<file path="src/rtl/axistream_forwarder.sv">
// Claims one packet from the forward arbiter, reads its words from the core buffer
// and streams them out as an AXI-Stream master through a small credit-limited FIFO.
module axistream_forwarder #(
  parameter int SN_FWD_ADDR_WIDTH = 8,
  parameter int SN_FWD_DATA_WIDTH = 64,
  parameter int PLEN_WIDTH        = 32,
  parameter int BUF_DEPTH         = 4
) (
  input  logic                           clk,
  input  logic                           rst_n,
  output logic [SN_FWD_ADDR_WIDTH-1:0]   addr,
  output logic                           rd_en,
  input  logic [SN_FWD_DATA_WIDTH-1:0]   rd_data,
  input  logic                           rd_data_vld,
  input  logic [PLEN_WIDTH-1:0]          byte_len,
  output logic                           done,
  input  logic                           rdy,
  output logic                           ack,
  output logic [SN_FWD_DATA_WIDTH-1:0]   m_axis_tdata,
  output logic [SN_FWD_DATA_WIDTH/8-1:0] m_axis_tkeep,
  output logic                           m_axis_tlast,
  output logic                           m_axis_tvalid,
  input  logic                           m_axis_tready
);
  localparam int AW    = SN_FWD_ADDR_WIDTH;
  localparam int DW    = SN_FWD_DATA_WIDTH;
  localparam int BYTES = DW / 8;
  localparam int WW    = AW + 1;
  localparam int LW1   = PLEN_WIDTH + 1;
  localparam int PW    = $clog2(BUF_DEPTH);
  localparam int CW    = $clog2(BUF_DEPTH + 1);
  localparam int CW1   = CW + 1;
  localparam int EW    = DW + BYTES + 1;

  typedef enum logic [1:0] {IDLE, LATCH, READ, FINISH} state_t;
  state_t state_q, state_d;

  logic [WW-1:0]    words_q, words_d, issued_q, issued_d, recv_q, recv_d;
  logic [BYTES-1:0] last_keep_q, last_keep_d;
  logic [AW-1:0]    addr_q, addr_d;
  logic [CW-1:0]    outst_q, outst_d, count_q, count_d;
  logic [PW-1:0]    wr_ptr_q, wr_ptr_d, rd_ptr_q, rd_ptr_d;
  logic [EW-1:0]    mem_q [BUF_DEPTH];

  logic [PLEN_WIDTH-1:0] len_quot, len_rem;
  logic [LW1-1:0]        words_raw;
  logic [WW-1:0]         words_sat;
  logic [BYTES-1:0]      keep_calc, push_keep;
  logic [CW1-1:0]        credit;
  logic [EW-1:0]         head;
  logic push, pop, fifo_empty, fifo_full, is_last_word;

  // Word count rounds up and saturates at the buffer size; the tail keep ignores saturation.
  assign len_quot  = byte_len / PLEN_WIDTH'(BYTES);
  assign len_rem   = byte_len % PLEN_WIDTH'(BYTES);
  assign words_raw = {1'b0, len_quot} + LW1'(len_rem != '0);
  assign words_sat = (words_raw > (LW1'(1) << AW)) ? (WW'(1) << AW) : words_raw[WW-1:0];
  assign keep_calc = (len_rem == '0) ? '1 : (BYTES'(1) << len_rem) - BYTES'(1);

  assign fifo_empty   = (count_q == '0);
  assign fifo_full    = (count_q == CW'(BUF_DEPTH));
  assign push         = rd_data_vld && (state_q == READ);
  assign pop          = !fifo_empty && m_axis_tready;
  assign is_last_word = (recv_q == words_q - WW'(1));
  assign push_keep    = is_last_word ? last_keep_q : '1;
  assign credit       = CW1'(outst_q) + CW1'(count_q);
  assign head         = mem_q[rd_ptr_q];

  assign addr          = addr_q;
  assign m_axis_tvalid = !fifo_empty;
  assign m_axis_tdata  = head[EW-1 -: DW];
  assign m_axis_tkeep  = head[BYTES:1];
  assign m_axis_tlast  = head[0] && !fifo_empty;

  function automatic logic [PW-1:0] ptr_inc(input logic [PW-1:0] p);
    return (p == PW'(BUF_DEPTH - 1)) ? '0 : p + PW'(1);
  endfunction

  always_ff @(posedge clk) begin
    if (!rst_n) state_q <= IDLE;
    else        state_q <= state_d;
  end

  always_comb begin
    state_d = state_q;
    case (state_q)
      IDLE:    if (rdy) state_d = LATCH;
      LATCH:   state_d = (words_sat == '0) ? FINISH : READ;
      READ:    if (pop && head[0]) state_d = FINISH;
      FINISH:  state_d = IDLE;
      default: state_d = IDLE;
    endcase
  end

  always_comb begin
    ack   = 1'b0;
    rd_en = 1'b0;
    done  = 1'b0;
    case (state_q)
      IDLE:    ack = rdy && rst_n;
      READ:    rd_en = (issued_q < words_q) && (credit < CW1'(BUF_DEPTH));
      FINISH:  done = 1'b1;
      default: ;
    endcase
  end

  always_comb begin
    words_d     = words_q;
    last_keep_d = last_keep_q;
    addr_d      = addr_q;
    issued_d    = issued_q;
    recv_d      = recv_q;
    outst_d     = outst_q;
    if (state_q == LATCH) begin
      words_d     = words_sat;
      last_keep_d = keep_calc;
      addr_d      = '0;
      issued_d    = '0;
      recv_d      = '0;
      outst_d     = '0;
    end else begin
      // addr parks on the final word rather than stepping past it
      if (rd_en) begin
        issued_d = issued_q + WW'(1);
        if (issued_d < words_q) addr_d = addr_q + AW'(1);
      end
      if (push) recv_d = recv_q + WW'(1);
      outst_d = outst_q + CW'(rd_en) - CW'(push);
    end
    wr_ptr_d = push ? ptr_inc(wr_ptr_q) : wr_ptr_q;
    rd_ptr_d = pop ? ptr_inc(rd_ptr_q) : rd_ptr_q;
    count_d  = count_q + CW'(push) - CW'(pop);
  end

  always_ff @(posedge clk) begin
    if (!rst_n) begin
      words_q     <= '0;
      last_keep_q <= '0;
      addr_q      <= '0;
      issued_q    <= '0;
      recv_q      <= '0;
      outst_q     <= '0;
      wr_ptr_q    <= '0;
      rd_ptr_q    <= '0;
      count_q     <= '0;
    end else begin
      words_q     <= words_d;
      last_keep_q <= last_keep_d;
      addr_q      <= addr_d;
      issued_q    <= issued_d;
      recv_q      <= recv_d;
      outst_q     <= outst_d;
      wr_ptr_q    <= wr_ptr_d;
      rd_ptr_q    <= rd_ptr_d;
      count_q     <= count_d;
    end
  end

  always_ff @(posedge clk) begin
    if (push) mem_q[wr_ptr_q] <= {rd_data, push_keep, is_last_word};
  end

  always_ff @(posedge clk) begin
    if (rst_n) assert (!(push && fifo_full));
  end
endmodule

</file>
<file path="config.mk">
export PLATFORM = sky130hd
export DESIGN_NAME = axistream_forwarder
export DESIGN_NICKNAME = d
export VERILOG_FILES = /design/src/rtl/axistream_forwarder.sv
export SDC_FILE = /design/constraint.sdc
export NUM_CORES = 1
export LEC_CHECK = 0
export CAP_MARGIN = 10
export CORE_MARGIN = 8
export CORE_UTILIZATION = 60
export CTS_BUF_LIST = sky130_fd_sc_hd__clkbuf_4
export CTS_CLUSTER_DIAMETER = 200
export DETAILED_ROUTE_END_ITERATION = 7
export PLACE_DENSITY_LB_ADDON = 0.15
export SLEW_MARGIN = 20
export SYNTH_ARGS = -nofsm -noshare
export SYNTH_HDL_FRONTEND = slang
export SYNTH_SLANG_ARGS = --single-unit
</file>
<file path="constraint.sdc">
create_clock -name clk -period 6.8 [get_ports clk]
set_input_delay 1.36 -clock clk [delete_from_list [all_inputs] [get_ports clk]]
set_output_delay 1.36 -clock clk [all_outputs]
set_load 0.01 [all_outputs]
</file>
After elaboration in Yosys (flattened, before gate mapping):

Memory sizes are Yosys's and may differ from the RTL's. A register that Yosys moved wholly into a read port is not among the register bits.
Index checks and enable logic that the tools add are counted.

* add/subtract/negate cells: 13
* order comparisons: 4
* eq/ne operators: 8
* shift operators: 1
* mux-type cells: 16
* bitwise logic cells: 1
* reductions and logical operators: 15

Operators by type and width (number)
* 32-bit logical NOT: 1
* 32-bit nonzero test: 1
* 29-bit by 1-bit adder with 30-bit output: 1
* 30-bit by 9-bit greater-than comparator with 1-bit output, second input constant: 1
* 9-bit by 1-bit adder with 9-bit output, second input constant: 2
* 9-bit < comparator: 2
* 8-bit two-way mux: 2
* 2-bit two-way mux: 6
* 9-bit == test: 1
* 9-bit logical NOT: 1
* 9-bit two-way mux: 1
* 9-bit by 1-bit subtractor with 9-bit output, second input constant: 1
* 8-bit by 1-bit adder with 8-bit output, second input constant: 1
* 2-bit == test, second input constant: 4
* 2-bit case mux with 4 select lines: 1
* 1-bit by 3-bit left shift with 8-bit output, first input constant: 1
* 8-bit by 1-bit subtractor with 8-bit output, second input constant: 1
* 3-bit by 1-bit adder with 3-bit output: 2
* 1-bit logical AND: 6
* 1-bit two-way mux: 6
* 3-bit by 1-bit subtractor with 3-bit output: 2
* 2-bit by 1-bit adder with 2-bit output, second input constant: 2
* 3-bit by 3-bit adder with 4-bit output: 1
* 4-bit by 3-bit < comparator with 1-bit output, second input constant: 1
* other kinds (9): 10

* register bits after elaboration: 55
* bits in writable memories: 292
* logic and storage cells: 69
* memories: 1

Memories
* mem_q: depth 4, bits a word 73, rd ports 1, clocked after memory_dff 1, write ports 1, line 43 `logic [EW-1:0] mem_q [BUF_DEPTH];`

Depth between registers and ports, before layout:

* depth after elaboration: 7
* mapped depth: 14

Least setup slack after synthesis:

No wires, ideal clock.

* path kind: input to register
* start: in byte_len[1]
* end: reg words_q[3]
* library setup time: 75 ps
* arrival time: 4012 ps
* slack: 2713 ps
* cell stages on the path: 13
* buffers on the path: 2
* cells stage by stage: clkbuf_1 > nor3_1 > inv_1 > ha_1 > ha_1 > nand3_1 > nor2_1 > or4_4 > o211ai_2 > o211ai_2 > or4_4 > buf_6 > o22ai_2

* cells in the longest elaborated chain, start to end: 4

RTL lines
* start, declared: line 15 `input logic [PLEN_WIDTH-1:0] byte_len,`
* 32-bit nonzero test (*): line 56 `assign words_raw = {1'b0, len_quot} + LW1'(len_rem != '0);`
* 29-bit by 1-bit adder with 30-bit output (*): line 56
* 30-bit by 9-bit greater-than comparator with 1-bit output: line 57 `assign words_sat = (words_raw > (LW1'(1) << AW)) ? (WW'(1) << AW) : words_raw[WW-1:0];`
* 9-bit two-way mux (*): line 57
* end signal, assigned: line 147 `words_q <= words_d;`
* end, declared: line 38 `logic [WW-1:0] words_q, words_d, issued_q, issued_d, recv_q, recv_d;`

Mark *: on every way between the ends. The rest lies on a longest branch, timed or not.
A chain may end at the register's enable or synchronous reset.

==> flow_summary.ini <==
[timing]
finClkSkew_ns = 0.0455
setup_viol = 0
fmax_mhz = 220
maxSlewViolCount = 0
tns_ns = 0
whs_ns = 0.442
rsz0062_at_grt = false
slew_headroom_pct = 28.7
fin_crit_ns = 4.55
tightest_slew_ns = 1.07
finalCritPeriodShare_pct = 66.9
hold_viol = 0

[power_and_ir_drop]
vdd_ir_drop_max_mv = 0.144
intPower_w = 0.00398
p_clk_share_pct = 32.7
switchingPower_w = 0.00137
p_sw_share_pct = 25.6
p_leak_nw = 5.87
power_density_nw_per_um2 = 297
combPwrFrac_pct = 20.0
seq_power_share_pct = 47.3

[worst_setup_path]
path_class = flop to output port
cp_cell_sequence = buf_4, mux4_2, and2_1, clkdlybuf4s50_1
cp.arrival_ns = 3.19
path_buf_inv = 2
rr_worst_depth = 11
cpLargestDelayFamily = buffers and inverters
cp.required_ns = 5.44
r2r_setup_slack_ns = 3.67
crit_fanout = 29
r2r-start = issued_q[0]
critPathCaptureType = output port
cp-start-kind = flop
r2r_end = addr[3]
cpMaxStageDelayCell = dfxtp_4
critical_path.max_stage_delay_ns = 0.75

[cts]
cts_hold_buf = 0
numCtsBuffers = 85
clock_path_buffers = 3
cts_resized = 0
root_buffer = clkbuf_4
cts.sinks = 349
clk_pin_slew_ns = 0.07
cts_setup_buffers = 0
cts_tree = yes
htree_levels = 3
clk_latency_ns = 0.66

[floorplanning]
start_util_pct = 60.7
die-area_sq_um = 29700
rows = 57
coreArea_sq_um = 24100
die_h_um = 172
ios = 186
die_x_um = 172

[finish]
fill_cells = 1580
final_layout_size_suffix_gt1_share_pct = 21.3
nNetsFinal = 1275
syn2layout_area_growth_pct = 23.0

[flow_run]
drv_cap = 0

[global_route]
grt_max_degree = 74
grtUsageTotal_pct = 20.8
grt_pass1_wl_mm = 47.8
first_global_vias = 9252
grt.overflow.total = 0
antenna_found_initial = 2

[logic_synthesis]
yosys_most_used_dff = edfxtp_1
synth_seq_cells = 349
ys_async_sr_fraction_pct = 0
yosysSeqAreaShare_pct = 67.7
synth_edf_count = 292
syn_avg_cell_area_sq_um = 16.5
synthCells = 889
yosys_warnings = 0
syn-num-nets = 1029
syn_area_sq_um = 14600
synth_cell_types = 60

[hold_path]
hp-start = last_keep_q[0]
min_to = last_keep_q[0]
hold_class = flop to flop
min_path_cells = 1

[detailed_routing]
remaining_drc_errors = 0
routedWlPerCell_um = 19.7
vias = 8688
drt_iter0_markers = 565
drtPass1Iterations = 5
drtAntennaViolNets = 0
wl_mm = 30.2
avgViaCountPerCell = 5.68

[outcome]
status = complete, no violations

[placement]
dpl.hpwl_mm = 19.8
port-buffer-count = 185
gp_congestion = 0.885
power groups by stage:
stage                     Sequential [W]  Clock, W  Combinational [W]
after floorplan                  0.00251         0           0.000645
final                            0.00253   0.00175            0.00107
after global routing             0.00255   0.00191            0.00116
after detailed placement         0.00258         0            0.00108
after CTS                        0.00253   0.00180            0.00109
after global placement           0.00257         0            0.00106
metrics by stage:
stage               power, W  utilization, %  cells  worst slack (ns)  cell area [sq um]
global placement     0.00364            69.9   1371              1.99              16800
floorplan            0.00315               -    889              2.71              14600
detailed placement   0.00366            69.9   1371              1.91              16800
finish               0.00535            74.7   1530              2.25              18000
global route         0.00562            74.7   1530              1.98              18000
CTS                  0.00542            74.6   1527              2.11              18000
worst max-delay path by stage:
stage	start	end	slack, ns	depth (start not counted)
after floorplan	byte_len[1]	words_q[3]	2.71	13
after global placement	byte_len[1]	words_q[4]	1.99	12
after detailed placement	byte_len[1]	words_q[0]	1.91	12
after CTS	flop	m_axis_tlast	2.11	4
after global routing	flop	m_axis_tlast	1.98	4
final	flop	m_axis_tlast	2.25	4
cells in the final DEF (no fill, tap or decap), types with 7 or more instances in the layout:
cell               n
o21ai_0           26
and3_1             8
inv_1             33
nand2_1           37
xor2_1            18
buf_4              9
nand4_1           11
clkbuf_4         132
clkinv_1          16
mux4_2            73
ha_1              37
xnor2_1           24
or2_2              9
edfxtp_1         292
dfxtp_1           55
clkdlybuf4s50_1  185
a21oi_1           30
nor2_1            29
nor2b_1            7
or3_1             11
o31ai_1           10
o22ai_2            8
nor3_1            11
and2_1             8
nand3_1           23
or4_1              7
layout make-up:
type                    instances  area (sq um)  area share, %
flip-flops and latches        349          9920           55.1
multi-input cells             470          4480           24.9
repair buffers                195          1920           10.7
clock buffers                 132           991           5.50
well taps                     324           405           2.25
clock inverters                24           159          0.883
inverters                      34           128          0.709
diodes                          2          5.00         0.0278
worst register-to-register path, cell delays in order, from the launching register on:
cell and delay, ns:
dfxtp_1 0.40, ha_1 0.25, nand3_1 0.17, nor2_1 0.27, nand3_1 0.18, xnor2_1 0.17
ha_1 0.20, nor4_1 0.23, a32oi_1 0.31, clkbuf_2 0.26, or4_1 0.49, a21oi_1 0.15
cell families after synthesis:
family / share of synthesized area [%]
flip-flops: 67.7
XOR/XNOR: 2.51
multiplexers: 11.5
adder cells (fa/ha/maj): 3.44
buffers and inverters: 1.87
AO/OA/AOI/OAI: 5.73
AND/OR/NAND/NOR: 7.26
state kept, by name, indices dropped and copies added (netlist names), 3 cells and up, named ones only:
signal	cells
mem_q	292
last_keep_q	8
words_q	9
recv_q	9
outst_q	3
issued_q	9
addr	8
count_q	3
routing by layer:
metal  share of wire [%]  wire length, um  global-route usage [%]
met5                   0                0                       0
met2                  52            15600                    35.8
met1                  40            12200                    25.7
met3                 6.4             1920                    4.79
met4                 1.6              471                    6.86
Yosys cell counts (3+ instances only):
master       n  share of area, %
nor4_1       6              0.26
nand2_1     37              0.95
xor2_1      18               1.1
and3_1      12              0.51
nand4_1     11              0.47
buf_1        9              0.23
a311oi_1     4              0.24
or4_4        3              0.23
o31ai_1     10              0.51
dfxtp_1     57               7.8
a21oi_1     30               1.0
o21ai_0     27              0.92
a41o_1       3              0.21
o211ai_1     6              0.31
or4_1        7              0.36
nand3_1     23              0.79
a31oi_1      4              0.17
nor3_1      11              0.38
o21a_1       6              0.31
mux2i_1      4              0.27
or2_2        9              0.38
mux4_2      73                11
nand2b_1     4              0.17
and4_1       4              0.24
o22ai_2      8              0.68
o2111ai_1    3              0.18
clkbuf_1    23              0.59
nor2_1      29              0.74
or3_1       11              0.47
edfxtp_1   292                60
inv_1       33              0.85
ha_1        37               3.2
xnor2_1     24               1.4
and2_1       8              0.34
a21boi_0     4              0.21
buf_2        3              0.10
nor2b_1      7              0.30
(Power assumes the default switching activity.)
